### src/rtl/cpu_sequencer_pkg.sv
// rtl/cpu_sequencer_pkg.sv - opcodes, accumulator select codes, FSM states and strobe bundle
package cpu_sequencer_pkg;

  localparam logic [3:0] OP_NOP        = 4'b0000;
  localparam logic [3:0] OP_ADD        = 4'b0001;
  localparam logic [3:0] OP_SUB        = 4'b0010;
  localparam logic [3:0] OP_NOR        = 4'b0011;
  localparam logic [3:0] OP_REG_TO_ACC = 4'b0100;
  localparam logic [3:0] OP_ACC_TO_REG = 4'b0101;
  localparam logic [3:0] OP_JMPZ_REG   = 4'b0110;
  localparam logic [3:0] OP_JMPZ_IMM   = 4'b0111;
  localparam logic [3:0] OP_JMPC_REG   = 4'b1000;
  localparam logic [3:0] OP_JMPC_IMM   = 4'b1010;
  localparam logic [3:0] OP_SHFL       = 4'b1011;
  localparam logic [3:0] OP_SHFR       = 4'b1100;
  localparam logic [3:0] OP_IMM_TO_ACC = 4'b1101;
  localparam logic [3:0] OP_HALT       = 4'b1111;

  localparam logic [1:0] SEL_ACC_HOLD = 2'b00;
  localparam logic [1:0] SEL_ACC_REG  = 2'b01;
  localparam logic [1:0] SEL_ACC_IMM  = 2'b10;
  localparam logic [1:0] SEL_ACC_ALU  = 2'b11;

  typedef enum logic [2:0] {
    ST_FETCH,
    ST_DECODE,
    ST_ALU_WAIT,
    ST_EXEC,
    ST_HALTED
  } state_t;

  typedef struct packed {
    logic       inc_pc;
    logic       sel_pc;
    logic       load_pc;
    logic       load_reg;
    logic       load_acc;
    logic [1:0] sel_acc;
    logic [3:0] sel_alu;
  } strobes_t;

  function automatic logic is_alu_op(input logic [3:0] op);
    return (op == OP_ADD) || (op == OP_SUB) || (op == OP_NOR) ||
           (op == OP_SHFL) || (op == OP_SHFR);
  endfunction

endpackage

### src/rtl/cpu_sequencer_if.sv
// rtl/cpu_sequencer_if.sv - instruction memory handshake and datapath strobe bundle
interface cpu_sequencer_if;

  logic       IMemReq;
  logic       IMemAck;
  logic       LoadIR;
  logic       IncPC;
  logic       SelPC;
  logic       LoadPC;
  logic       LoadReg;
  logic       LoadAcc;
  logic [1:0] SelAcc;
  logic [3:0] SelALU;

  modport master (
    output IMemReq, LoadIR, IncPC, SelPC, LoadPC, LoadReg, LoadAcc, SelAcc, SelALU,
    input  IMemAck
  );

  modport slave (
    input  IMemReq, LoadIR, IncPC, SelPC, LoadPC, LoadReg, LoadAcc, SelAcc, SelALU,
    output IMemAck
  );

endinterface

### src/rtl/cpu_sequencer_exec_decode.sv
// rtl/cpu_sequencer_exec_decode.sv - EXEC-cycle strobe decode from opcode and flags
module cpu_sequencer_exec_decode
  import cpu_sequencer_pkg::*;
(
  input  logic [3:0] i_opcode,
  input  logic       i_z,
  input  logic       i_c,
  output strobes_t   o_strobes,
  output logic       o_illegal_op
);

  always_comb begin
    o_strobes    = '0;
    o_illegal_op = 1'b0;
    case (i_opcode)
      OP_ADD, OP_SUB, OP_NOR, OP_SHFL, OP_SHFR: begin
        o_strobes.load_acc = 1'b1;
        o_strobes.sel_acc  = SEL_ACC_ALU;
        o_strobes.sel_alu  = i_opcode;
        o_strobes.inc_pc   = 1'b1;
      end
      OP_REG_TO_ACC: begin
        o_strobes.load_acc = 1'b1;
        o_strobes.sel_acc  = SEL_ACC_REG;
        o_strobes.inc_pc   = 1'b1;
      end
      OP_IMM_TO_ACC: begin
        o_strobes.load_acc = 1'b1;
        o_strobes.sel_acc  = SEL_ACC_IMM;
        o_strobes.inc_pc   = 1'b1;
      end
      OP_ACC_TO_REG: begin
        o_strobes.load_reg = 1'b1;
        o_strobes.inc_pc   = 1'b1;
      end
      OP_JMPZ_REG, OP_JMPZ_IMM: begin
        o_strobes.load_pc = i_z;
        o_strobes.sel_pc  = i_z & (i_opcode == OP_JMPZ_REG);
        o_strobes.inc_pc  = ~i_z;
      end
      OP_JMPC_REG, OP_JMPC_IMM: begin
        o_strobes.load_pc = i_c;
        o_strobes.sel_pc  = i_c & (i_opcode == OP_JMPC_REG);
        o_strobes.inc_pc  = ~i_c;
      end
      // HALT never reaches EXEC; listed so it is not flagged illegal
      OP_NOP, OP_HALT: begin
        o_strobes.inc_pc = 1'b1;
      end
      default: begin
        o_strobes.inc_pc = 1'b1;
        o_illegal_op     = 1'b1;
      end
    endcase
    if (!o_strobes.load_acc) o_strobes.sel_acc = SEL_ACC_HOLD;
  end

endmodule

### src/rtl/cpu_sequencer.sv
// rtl/cpu_sequencer.sv - FETCH/DECODE/ALU_WAIT/EXEC/HALTED sequencer for the accumulator CPU
module cpu_sequencer
  import cpu_sequencer_pkg::*;
#(
  parameter int ALU_LAT = 0,
  parameter int CNT_W   = 16
) (
  input  logic             Clk,
  input  logic             Rst,
  input  logic [3:0]       Opcode,
  input  logic             Z,
  input  logic             C,
  cpu_sequencer_if.master  bus,
  output logic             Halted,
  output logic             IllegalOp,
  output logic [CNT_W-1:0] InstrCount
);

  localparam logic [3:0]       LAT_LOAD = (ALU_LAT > 0) ? 4'(ALU_LAT - 1) : 4'd0;
  localparam logic [CNT_W-1:0] CNT_ONE  = {{(CNT_W-1){1'b0}}, 1'b1};

  state_t           r_state, w_next_state;
  logic [3:0]       r_wait_cnt, w_next_wait_cnt;
  logic [CNT_W-1:0] r_instr_count;
  strobes_t         w_exec_strobes, w_strobes;
  logic             w_exec_illegal, w_illegal;
  logic             w_imem_req, w_load_ir, w_halted;

  cpu_sequencer_exec_decode u_exec_decode (
    .i_opcode     (Opcode),
    .i_z          (Z),
    .i_c          (C),
    .o_strobes    (w_exec_strobes),
    .o_illegal_op (w_exec_illegal)
  );

  always_ff @(posedge Clk) begin
    if (Rst) begin
      r_state       <= ST_FETCH;
      r_wait_cnt    <= 4'd0;
      r_instr_count <= '0;
    end else begin
      r_state    <= w_next_state;
      r_wait_cnt <= w_next_wait_cnt;
      if (r_state == ST_EXEC) r_instr_count <= r_instr_count + CNT_ONE;
    end
  end

  always_comb begin
    w_next_state    = r_state;
    w_next_wait_cnt = r_wait_cnt;
    w_strobes       = '0;
    w_imem_req      = 1'b0;
    w_load_ir       = 1'b0;
    w_halted        = 1'b0;
    w_illegal       = 1'b0;
    case (r_state)
      ST_FETCH: begin
        w_imem_req = 1'b1;
        if (bus.IMemAck) begin
          w_load_ir    = 1'b1;
          w_next_state = ST_DECODE;
        end
      end
      ST_DECODE: begin
        if (Opcode == OP_HALT) begin
          w_next_state = ST_HALTED;
        end else if ((ALU_LAT > 0) && is_alu_op(Opcode)) begin
          w_next_state    = ST_ALU_WAIT;
          w_next_wait_cnt = LAT_LOAD;
        end else begin
          w_next_state = ST_EXEC;
        end
      end
      ST_ALU_WAIT: begin
        w_strobes.sel_alu = Opcode;
        if (r_wait_cnt == 4'd0) w_next_state = ST_EXEC;
        else                    w_next_wait_cnt = r_wait_cnt - 4'd1;
      end
      ST_EXEC: begin
        w_strobes    = w_exec_strobes;
        w_illegal    = w_exec_illegal;
        w_next_state = ST_FETCH;
      end
      ST_HALTED: begin
        w_halted = 1'b1;
      end
      default: begin
        w_next_state = ST_FETCH;
      end
    endcase
  end

  // Reset masks every output so an aborted instruction leaves no strobe behind
  assign bus.IMemReq = w_imem_req         & ~Rst;
  assign bus.LoadIR  = w_load_ir          & ~Rst;
  assign bus.IncPC   = w_strobes.inc_pc   & ~Rst;
  assign bus.SelPC   = w_strobes.sel_pc   & ~Rst;
  assign bus.LoadPC  = w_strobes.load_pc  & ~Rst;
  assign bus.LoadReg = w_strobes.load_reg & ~Rst;
  assign bus.LoadAcc = w_strobes.load_acc & ~Rst;
  assign bus.SelAcc  = w_strobes.sel_acc  & {2{~Rst}};
  assign bus.SelALU  = w_strobes.sel_alu  & {4{~Rst}};
  assign Halted      = w_halted  & ~Rst;
  assign IllegalOp   = w_illegal & ~Rst;
  assign InstrCount  = Rst ? '0 : r_instr_count;

endmodule
### src/flat_wrapper.sv
// flat-port wrapper written by rule: the top's interface ports become plain ports
module cpu_sequencer_flat import cpu_sequencer_pkg::*;
#(
  parameter int ALU_LAT = 0,
  parameter int CNT_W   = 16
)
  (Clk, Rst, Opcode, Z, C, Halted, IllegalOp, InstrCount, bus_IMemReq, bus_LoadIR, bus_IncPC, bus_SelPC, bus_LoadPC, bus_LoadReg, bus_LoadAcc, bus_SelAcc, bus_SelALU, bus_IMemAck);
  cpu_sequencer_if bus_i ();
  input  logic Clk;
  input  logic Rst;
  input  logic [3:0] Opcode;
  input  logic Z;
  input  logic C;
  output logic Halted;
  output logic IllegalOp;
  output logic [CNT_W-1:0] InstrCount;
  output wire logic [$bits(bus_i.IMemReq)-1:0] bus_IMemReq;
  output wire logic [$bits(bus_i.LoadIR)-1:0] bus_LoadIR;
  output wire logic [$bits(bus_i.IncPC)-1:0] bus_IncPC;
  output wire logic [$bits(bus_i.SelPC)-1:0] bus_SelPC;
  output wire logic [$bits(bus_i.LoadPC)-1:0] bus_LoadPC;
  output wire logic [$bits(bus_i.LoadReg)-1:0] bus_LoadReg;
  output wire logic [$bits(bus_i.LoadAcc)-1:0] bus_LoadAcc;
  output wire logic [$bits(bus_i.SelAcc)-1:0] bus_SelAcc;
  output wire logic [$bits(bus_i.SelALU)-1:0] bus_SelALU;
  input wire logic [$bits(bus_i.IMemAck)-1:0] bus_IMemAck;
  assign bus_IMemReq = bus_i.IMemReq;
  assign bus_LoadIR = bus_i.LoadIR;
  assign bus_IncPC = bus_i.IncPC;
  assign bus_SelPC = bus_i.SelPC;
  assign bus_LoadPC = bus_i.LoadPC;
  assign bus_LoadReg = bus_i.LoadReg;
  assign bus_LoadAcc = bus_i.LoadAcc;
  assign bus_SelAcc = bus_i.SelAcc;
  assign bus_SelALU = bus_i.SelALU;
  assign bus_i.IMemAck = bus_IMemAck;
  cpu_sequencer #(.ALU_LAT(ALU_LAT), .CNT_W(CNT_W)) u_core (.Clk(Clk), .Rst(Rst), .Opcode(Opcode), .Z(Z), .C(C), .bus(bus_i), .Halted(Halted), .IllegalOp(IllegalOp), .InstrCount(InstrCount));
endmodule
### config.mk
export PLATFORM = sky130hd
export DESIGN_NAME = cpu_sequencer_flat
export DESIGN_NICKNAME = d
export VERILOG_FILES = /design/src/rtl/cpu_sequencer_pkg.sv /design/src/rtl/cpu_sequencer_if.sv /design/src/rtl/cpu_sequencer_exec_decode.sv /design/src/rtl/cpu_sequencer.sv /design/src/flat_wrapper.sv
export SDC_FILE = /design/constraint.sdc
export NUM_CORES = 1
export LEC_CHECK = 0
export CAP_MARGIN = 20
export CORE_ASPECT_RATIO = 1.4
export CORE_MARGIN = 4
export CORE_UTILIZATION = 25
export CTS_CLUSTER_SIZE = 20
export DETAILED_ROUTE_END_ITERATION = 6
export SLEW_MARGIN = 20
export SYNTH_ARGS = -nofsm -noshare
export SYNTH_HDL_FRONTEND = slang
export SYNTH_SLANG_ARGS = --single-unit
### constraint.sdc
create_clock -name Clk -period 1.6 [get_ports Clk]
set_clock_uncertainty 0.15 [all_clocks]
set_input_delay 0.24 -clock Clk [delete_from_list [all_inputs] [get_ports Clk]]
set_output_delay 0.24 -clock Clk [all_outputs]
set_load 0.02 [all_outputs]
==> out/metrics.yaml <==
cts_buffers: 3
io_buffers: 39
synth_area_leaders: "dfxtp_1 32%, nor2_1 7.2%, nor2b_1 6.4%"
dieArea_mm2: 0.00714
antenna_found_initial: 0
finalMaxSlewViolations: 0
synthSimpleGateAreaFrac: 0.397
worstPathRequired_ns: 1.21
initial_core_util: 0.260
grt_usage: 0.123
setup-violations-final: 23
synthFlopType: "dfxtp_1"
ys_warn_count: 0
area_growth_pct: 97.5
min_period_ns: 1.85
cp_max_fo: 7
io_pins: 40
p_clk_frac: 0.225
seq_power_share: 0.386
fin_ws_ns: -0.246
cts-root-buf: "clkbuf_8"
synth_nets: 198
cts_num_sinks: 23
yosys.area.top_type: "dfxtp_1"
place_inst: 329
grt_pass1_vias: 1674
dp_hpwl_mm: 3.19
status: "complete, but fails checks"
synth_xor_area_frac: 0.0720
clkTransAtPathRegs_ns: 0.08
wl_per_cell_um: 13.3
crit_path_end_kind: "output port"
slew_headroom: 0.777
tns_ns: -2.83
fp.dieH_um: 98.4
max_freq_mhz: 542
hold_path_class: "reg -> reg"
fillers: 539
syn-cell-area_mm2: 0.00146
viasPerCell: 4.79
total_power_mw: 1.59
syn_area_per_cell_um2: 7.81
ys_seq_elements: 23
synth_top_family_by_area: "simple AND/OR/NAND/NOR gates"
worstSetupPathType: "reg -> out"
path_cells: "and3b_2 > nand2b_4 > buf_4 > nor3b_4 > buf_6"
grt_start_max_net_pins: 15
drt_iter0_markers: 36
violations: "negative setup slack"
fin_nets: 300
synthDistinctLibCells: 45
htree_levels: 1
final_antenna_net_count: 0
synth.area.mux_share: 0.0308
slowest_stage: "dfxtp_2"
clock_path_buffers: 2
final_area_mm2: 0.00288
drt_pass1_iterations: 4
core_area_mm2: 0.00561
synth_edf_count: 0
peakVddDrop_mv: 0.448
synth_cells: 187
powerDensity_mw_per_mm2: 550
p_sw_frac: 0.304
synth-compound-area-share: 0.0968
pwr-share-comb: 0.388
arrival_ns: 1.46
grt_pass1_wl_mm: 7.25
synth.yosys.seq_area_share: 0.315
placed_cell_area_mm2: 0.00236
drc: 0
worstSkewPairLatency_ns: 0.26
p_leak_nw: 1.34
p_switching_mw: 0.483
synth_top_cell_area_share: 0.315
async_reset_ff_frac: 0
routed-via-count: 1706
rows: 32
grt_overflow: 0
r2r_slack_ns: -0.15
cpPeakStageDelay_ns: 0.34
die_x_um: 72.6
tightest_slew_ns: 0.332
finalHoldWorstSlack_ns: 0.380
cts_tree: "done"
internal_power_mw: 1.10
drv_cap: 0
drive_gt1_frac: 0.632
rsz0062_at_grt: "yes"
synthAdderAreaFrac: 0.0240
pre_cts_ws_ns: -0.920
wirelength_mm: 4.72
fin_crit_sh: 1.15
gp_congestion: 0.827
utilization: 0.515
fin_cells: 356
hold_viol: 0
num_antenna_cells: 0
crit_path_start_kind: "flip-flop"
[metal layers]
| metal | GRT usage | part of all wire | vias up |
|---|---|---|---|
| met2 | 0.239 | 0.57 | 39 |
| met4 | 0.0412 | 0.021 | 0 |
| met1 | 0.123 | 0.36 | 803 |
| met3 | 0.0276 | 0.050 | 9 |
| li1 | - | - | 855 |
| met5 | 0 | 0 | - |
[worst max-delay path, delay by kind of cell (launching register included)]
family,cells,cell delay (ns)
simple gates,3,0.55
flops,1,0.34
buf+inv,2,0.30
[Yosys cell counts, types with 2 or more instances]
master    instances
dfxtp_1          23
xnor2_1           6
clkbuf_1          4
nand3_1           5
or3_1             3
a21oi_1           8
o21a_1            2
or2_2             2
nor3b_1           5
ha_1              2
and4_1            4
nand2b_1          5
mux2_1            4
xor2_1            6
nor4b_1           3
nor2b_1          15
nand3b_1          3
nand2_1           4
buf_1             2
inv_1             5
nor2_1           28
nor3_1           10
o21ai_0           6
o21ai_1           2
buf_2             6
nor4_1            3
nand4_1           3
[state kept, by name, indices dropped and copies added (netlist names)]
register,flops
u_core.r_state,3
u_core.r_wait_cnt,4
u_core.r_instr_count,16
[final timing paths]
check,start,to,depth (start not counted)
hold / removal,u_core.r_wait_cnt[1]$_SDFFE_PP0P_,u_core.r_wait_cnt[1]$_SDFFE_PP0P_,2
setup reg to reg,u_core.r_state[2]$_SDFFE_PP0P_,u_core.r_instr_count[12]$_SDFFE_PP0N_,6
setup / recovery,u_core.r_state[2]$_SDFFE_PP0P_,bus_LoadReg,5
hold reg to reg,u_core.r_wait_cnt[1]$_SDFFE_PP0P_,u_core.r_wait_cnt[1]$_SDFFE_PP0P_,2
[final cells by class]
type | instances | area, um^2 | area share
multi-input cells | 144 | 1310 | 0.454
repair buffers | 111 | 945 | 0.328
well taps | 68 | 85.1 | 0.0295
flip-flops and latches | 23 | 477 | 0.165
clock buffers | 3 | 41.3 | 0.0143
clock inverters | 1 | 5.00 | 0.00174
inverters | 6 | 22.5 | 0.00781
[cells in the final DEF, fill, tap and decap left out, drive strengths merged, types with 2 or more instances in the layout]
master,n
dfxtp,23
xor2,6
or2,3
o21ai,8
nor4,4
nor4b,3
and4,4
clkbuf,4
clkdlybuf4s50,2
inv,6
a21oi,8
nand2b,5
dlygate4sd2,3
ha,2
nor2b,15
or3,3
nand3b,3
nand4,4
xnor2,6
nor3b,5
buf,103
nand2,5
nor3,11
o21a,2
mux2,4
nor2,28
nand3,5
[power groups by stage]
stage                     registers (mW)  clock network, mW  logic [mW]
after CTS                          0.611              0.369       0.474
after detailed placement           0.621                  0       0.397
final                              0.613              0.358       0.616
after global placement             0.621                  0       0.396
after floorplan                    0.621                  0       0.238
after global routing               0.616              0.386       0.656
[kinds of logic (layout without fill, tap and decap cells)]
group | Yosys count | in the layout
AND/OR/NAND/NOR | 101 | 101
AO/OA/AOI/OAI | 24 | 24
flip-flops | 23 | 23
buffers and inverters | 20 | 121
XOR/XNOR | 12 | 12
multiplexers | 4 | 4
adder cells (fa/ha/maj) | 3 | 3
[what timing repair did]
| item | in CTS | in global routing |
|---|---|---|
| resized for setup | 196 | 58 |
| cloned | 0 | 0 |
| pin swaps | 21 | 22 |
| setup endpoints to repair | 40 | 36 |
| hold endpoints to repair | 0 | 0 |
| hold buffers | 0 | 0 |
| buffers inserted | 12 | 12 |
No activity file was read; power rests on OpenSTA's default activity.
